--- src/rtl/decode_execute_stage.sv ---
// Decode/execute pipeline register with load-use bubble insertion,
// flush/stall handling and a saturating lost-cycle counter.
module decode_execute_stage #(
    parameter int WIDTH = 32,
    parameter int ADDR  = 4,
    parameter int CNT_W = 16
) (
    input  logic             clk,
    input  logic             rst,
    input  logic             Branch_D,
    input  logic             MemtoReg_D,
    input  logic             MemW_D,
    input  logic             ALUSrc_D,
    input  logic             RegW_D,
    input  logic             ALUOp_D,
    input  logic [2:0]       Opcode_D,
    input  logic             V_D,
    input  logic [2:0]       Funct_D,
    input  logic             valid_D,
    input  logic [WIDTH-1:0] RD1_D,
    input  logic [WIDTH-1:0] RD2_D,
    input  logic [WIDTH-1:0] ExtImm_D,
    input  logic [ADDR-1:0]  RA1_D,
    input  logic [ADDR-1:0]  RA2_D,
    input  logic [ADDR-1:0]  WA_D,
    input  logic             FlushE,
    input  logic             StallE,
    output logic             Branch_E,
    output logic             MemtoReg_E,
    output logic             MemW_E,
    output logic             ALUSrc_E,
    output logic             RegW_E,
    output logic             ALUOp_E,
    output logic [2:0]       Opcode_E,
    output logic             V_E,
    output logic [2:0]       Funct_E,
    output logic             valid_E,
    output logic [WIDTH-1:0] RD1_E,
    output logic [WIDTH-1:0] RD2_E,
    output logic [WIDTH-1:0] ExtImm_E,
    output logic [ADDR-1:0]  RA1_E,
    output logic [ADDR-1:0]  RA2_E,
    output logic [ADDR-1:0]  WA_E,
    output logic             StallF,
    output logic             StallD,
    output logic [CNT_W-1:0] lost_cycles
);

    typedef struct packed {
        logic             branch;
        logic             mem_to_reg;
        logic             mem_w;
        logic             alu_src;
        logic             reg_w;
        logic             alu_op;
        logic [2:0]       opcode;
        logic             v;
        logic [2:0]       funct;
        logic             valid;
        logic [WIDTH-1:0] rd1;
        logic [WIDTH-1:0] rd2;
        logic [WIDTH-1:0] ext_imm;
        logic [ADDR-1:0]  ra1;
        logic [ADDR-1:0]  ra2;
        logic [ADDR-1:0]  wa;
    } ex_bundle_t;

    ex_bundle_t d_bundle;
    ex_bundle_t ex_q;
    logic       load_use;
    logic       lose_cycle;

    // An invalid decode slot keeps its data but can never cause a side effect.
    always_comb begin
        d_bundle            = '0;
        d_bundle.opcode     = Opcode_D;
        d_bundle.v          = V_D;
        d_bundle.funct      = Funct_D;
        d_bundle.valid      = valid_D;
        d_bundle.rd1        = RD1_D;
        d_bundle.rd2        = RD2_D;
        d_bundle.ext_imm    = ExtImm_D;
        d_bundle.ra1        = RA1_D;
        d_bundle.ra2        = RA2_D;
        d_bundle.wa         = WA_D;
        if (valid_D) begin
            d_bundle.branch     = Branch_D;
            d_bundle.mem_to_reg = MemtoReg_D;
            d_bundle.mem_w      = MemW_D;
            d_bundle.alu_src    = ALUSrc_D;
            d_bundle.reg_w      = RegW_D;
            d_bundle.alu_op     = ALUOp_D;
        end
    end

    assign load_use = ex_q.valid & ex_q.mem_to_reg & ex_q.reg_w & valid_D &
                      ((ex_q.wa == RA1_D) | (ex_q.wa == RA2_D));

    assign StallF     = load_use | StallE;
    assign StallD     = load_use | StallE;
    assign lose_cycle = FlushE | StallE | load_use;

    // Flush beats stall, and stall beats the load-use bubble.
    always_ff @(posedge clk) begin
        if (!rst) begin
            ex_q <= '0;
        end else if (FlushE) begin
            ex_q <= '0;
        end else if (StallE) begin
            ex_q <= ex_q;
        end else if (load_use) begin
            ex_q <= '0;
        end else begin
            ex_q <= d_bundle;
        end
    end

    always_ff @(posedge clk) begin
        if (!rst) begin
            lost_cycles <= '0;
        end else if (lose_cycle && (lost_cycles != {CNT_W{1'b1}})) begin
            lost_cycles <= lost_cycles + CNT_W'(1);
        end
    end

    assign Branch_E   = ex_q.branch;
    assign MemtoReg_E = ex_q.mem_to_reg;
    assign MemW_E     = ex_q.mem_w;
    assign ALUSrc_E   = ex_q.alu_src;
    assign RegW_E     = ex_q.reg_w;
    assign ALUOp_E    = ex_q.alu_op;
    assign Opcode_E   = ex_q.opcode;
    assign V_E        = ex_q.v;
    assign Funct_E    = ex_q.funct;
    assign valid_E    = ex_q.valid;
    assign RD1_E      = ex_q.rd1;
    assign RD2_E      = ex_q.rd2;
    assign ExtImm_E   = ex_q.ext_imm;
    assign RA1_E      = ex_q.ra1;
    assign RA2_E      = ex_q.ra2;
    assign WA_E       = ex_q.wa;

endmodule

--- config.mk ---
export PLATFORM = sky130hd
export DESIGN_NAME = decode_execute_stage
export DESIGN_NICKNAME = d
export VERILOG_FILES = /design/src/rtl/decode_execute_stage.sv
export SDC_FILE = /design/constraint.sdc
export NUM_CORES = 1
export LEC_CHECK = 0
export CAP_MARGIN = 15
export CORE_MARGIN = 2
export CORE_UTILIZATION = 36
export CTS_BUF_LIST = sky130_fd_sc_hd__clkbuf_8
export DETAILED_ROUTE_END_ITERATION = 12
export PLACE_DENSITY = 0.78
export SKIP_CTS_REPAIR_TIMING = 1
export SYNTH_ARGS = -nofsm -noshare
export SYNTH_HDL_FRONTEND = slang
export SYNTH_SLANG_ARGS = --single-unit
--- constraint.sdc ---
create_clock -name clk -period 1.9 [get_ports clk]
set_input_delay 0.38 -clock clk [delete_from_list [all_inputs] [get_ports clk]]
set_output_delay 0.38 -clock clk [all_outputs]
set_load 0.005 [all_outputs]
==> impl_metrics.json <==
{
  "finalSetupViolations": 13,
  "final_common_cell": "clkdlybuf4s50_1",
  "final_cell_mix": "252 x clkdlybuf4s50_1, 129 x dfxtp_1, 128 x nor2_1",
  "min_from": "RA2_D[2]",
  "final-hold-violation-count": 0,
  "ir_drop_mv": 0.458,
  "leakage_nw": 3.34,
  "synth_top_family_by_area": "compound AO/OA/AOI/OAI gates",
  "synth_compound_gate_area_share_pct": 21.8,
  "antenna_found_initial": 0,
  "critPathMaxFanout": 6,
  "avgViaCountPerCell": 5.07,
  "regArea_um2": 2780,
  "cp_slowest_cell": "or4_4",
  "grt_pass1_vias": 5046,
  "slew_viol_final": 0,
  "grt_max_degree": 64,
  "htreeDepth": 4,
  "drv_cap": 0,
  "netlist_area_um2": 4940,
  "cp_slowest_stage_delay_ns": 0.44,
  "synth_adder_area_share_pct": 0.253,
  "fp.dieH_um": 121,
  "finalCriticalPeriod_ns": 2.03,
  "antenna_cells": 0,
  "endpoint_kind": "flop",
  "hp-class": "in2reg",
  "worst_slack_ns": -0.128,
  "clock-sinks": 138,
  "synth_xor_xnor_area_share_pct": 1.77,
  "synthFlopType": "dfxtp_1",
  "p_total_mw": 6.37,
  "syn_to_final_growth_pct": 75.1,
  "cts_tree": "built",
  "syn_inst": 522,
  "dpl_cell_area_um2": 8020,
  "num_vias": 5071,
  "ys_seq_area_share_pct": 55.9,
  "grt_overflow": 0,
  "insertion_delay_ns": 0.44,
  "synth-edff-count": 0,
  "critPathRequiredTime_ns": 2.23,
  "wl_per_cell_um": 16.7,
  "num_rows": 42,
  "start_kind": "flop",
  "fmax_ghz": 0.493,
  "start_util_pct": 37.0,
  "maxSlewHeadroom_pct": 59.8,
  "fill_cells": 1101,
  "power_density_nw_per_um2": 736,
  "final_area_um2": 8650,
  "dp_hpwl_um": 11800,
  "dpl.cell_count": 961,
  "fin_skew_ns": 0.0102,
  "synth.distinct_cells": 40,
  "synthMuxAreaShare_pct": 0.811,
  "grt_util_all_layers_pct": 21.3,
  "ant_nets": 0,
  "rsz0062_at_grt": "yes",
  "r2r_start": "lost_cycles[0]",
  "crit_type": "reg2reg",
  "multi_input_area_um2": 2100,
  "synthArstFlopShare_pct": 0,
  "portBuffers": 265,
  "finalCritPeriodShare_pct": 107,
  "status": "finished, violations left",
  "synthSimpleGateAreaFrac_pct": 15.2,
  "worstPathArrival_ns": 2.36,
  "drcViolationCount": 0,
  "crit_start": "lost_cycles[0]",
  "path_cells": "ha_4 -> nand3_4 -> or4_4 -> or2_4 -> o21ai_4 -> buf_6 -> buf_6 -> mux2i_1 -> nor2_1",
  "synthesis.nets": 649,
  "cpLargestDelayFamily": "simple AND/OR/NAND/NOR gates",
  "cp.buffers_inverters": 2,
  "crit_top_cell": "buf_6",
  "cts.clk_slew.worst_paths_ns": 0.07,
  "syn_area_per_cell_um2": 9.46,
  "place.gp.congestion": 0.764,
  "grt_pass1_wl_um": 24800,
  "tightest_slew_ns": 0.603,
  "drt-initial-drc-count": 258,
  "drt-total-wl_um": 16700,
  "drive_above_1_share_pct": 13.6,
  "layoutNonFillerInstCount": 1000,
  "io-pin-count": 266,
  "violations": "setup timing",
  "fin_nets": 938,
  "drt_pre_antenna_iters": 5,
  "dieArea_um2": 14700,
  "cts_buffers": 17,
  "root_buffer": "clkbuf_8",
  "coreArea_um2": 13300,
  "ys_seq_elements": 138,
  "chipWidth_um": 121,
  "clockBufferDepth": 2,
  "ys_warn_count": 0
}
[metal layers]
layer / up-vias / part of all wire [%] / track usage, % / routed length [um]
li1: 2437 / - / - / -
met1: 2421 / 38 / 23.3 / 6400
met2: 187 / 54 / 38.2 / 8960
met5: - / 0 / 0 / 0
met3: 26 / 6.0 / 5.97 / 1010
met4: 0 / 2.3 / 9.48 / 378
[report_power, final]
group          internal, mW  total, mW  leakage (nW)  switching (mW)
registers              2.98       3.03          1.13          0.0535
clock network          1.35       2.46         0.207            1.11
logic                 0.536      0.876          2.01           0.340
[Yosys cell counts, types with 2 or more instances]
cell	n	area (um^2)
dfxtp_1	138	2760
nor2_1	129	484
a22oi_1	115	863
clkbuf_1	35	131
nand2_1	16	60.1
xnor2_1	9	78.8
buf_2	8	40.0
a21oi_1	7	35.0
a32oi_1	6	52.6
mux2i_1	4	40.0
nand2b_1	4	25.0
nand3_1	4	20.0
nand4_1	4	25.0
o21ai_1	4	20.0
or3_1	4	25.0
or4_1	4	30.0
inv_1	3	11.3
o31ai_1	3	22.5
and3_1	2	12.5
nor4_1	2	12.5
o21a_1	2	15.0
[area by class of cell]
cell class	count	area share [%]
inverter	4	0.174
timing repair buffer	315	36.1
sequential	138	32.1
clock inverter	13	1.75
clock buffer	19	3.02
tap	176	2.55
multi-input combinational	335	24.3
[metrics by stage]
| step | TNS (ns) | worst slack (ns) | util [%] | hold slack [ns] |
|---|---|---|---|---|
| floorplan | 0 | 0.00177 | - | 0.471 |
| global placement | -58.32 | -0.695 | 60.1 | 0.462 |
| detailed placement | -61.02 | -0.689 | 60.1 | 0.473 |
| CTS | -3.08 | -0.700 | 63.2 | 0.492 |
| global route | -3.18 | -0.236 | 64.8 | 0.253 |
| finish | -0.843 | -0.128 | 64.8 | 0.251 |
[tightest hold or removal path: cells and delay by family]
family	cells	cell delay [ns]
buffers and inverters	1	0.12
AND/OR/NAND/NOR	1	0.08
AO/OA/AOI/OAI	1	0.08
[kinds of logic (layout without fill, tap and decap cells)]
logic type	count (synthesis)	count (layout)
AOI/OAI and AO/OA	144	144
xor gates and xnor gates	10	10
adders and majority gates	1	1
buffers and inverters	49	351
DFF	138	138
muxes	4	4
and+or+nand+nor	176	176
[worst paths after layout]
kind                         end  slack, ns  cells past startpoint
setup / recovery  lost_cycles[1]      -0.13                      9
hold / removal          RA2_E[2]       0.25                      3
setup reg to reg  lost_cycles[1]      -0.13                      9
hold reg to reg          valid_E       0.49                      2
[sequential cells by signal, summed over array words and instances, names as in the netlist, 3 cells and up]
signal,count
WA_E,4
Opcode_E,3
RD2_E,32
lost_cycles,16
RA1_E,4
RA2_E,4
Funct_E,3
RD1_E,32
ExtImm_E,32
(Power assumes the default switching activity.)
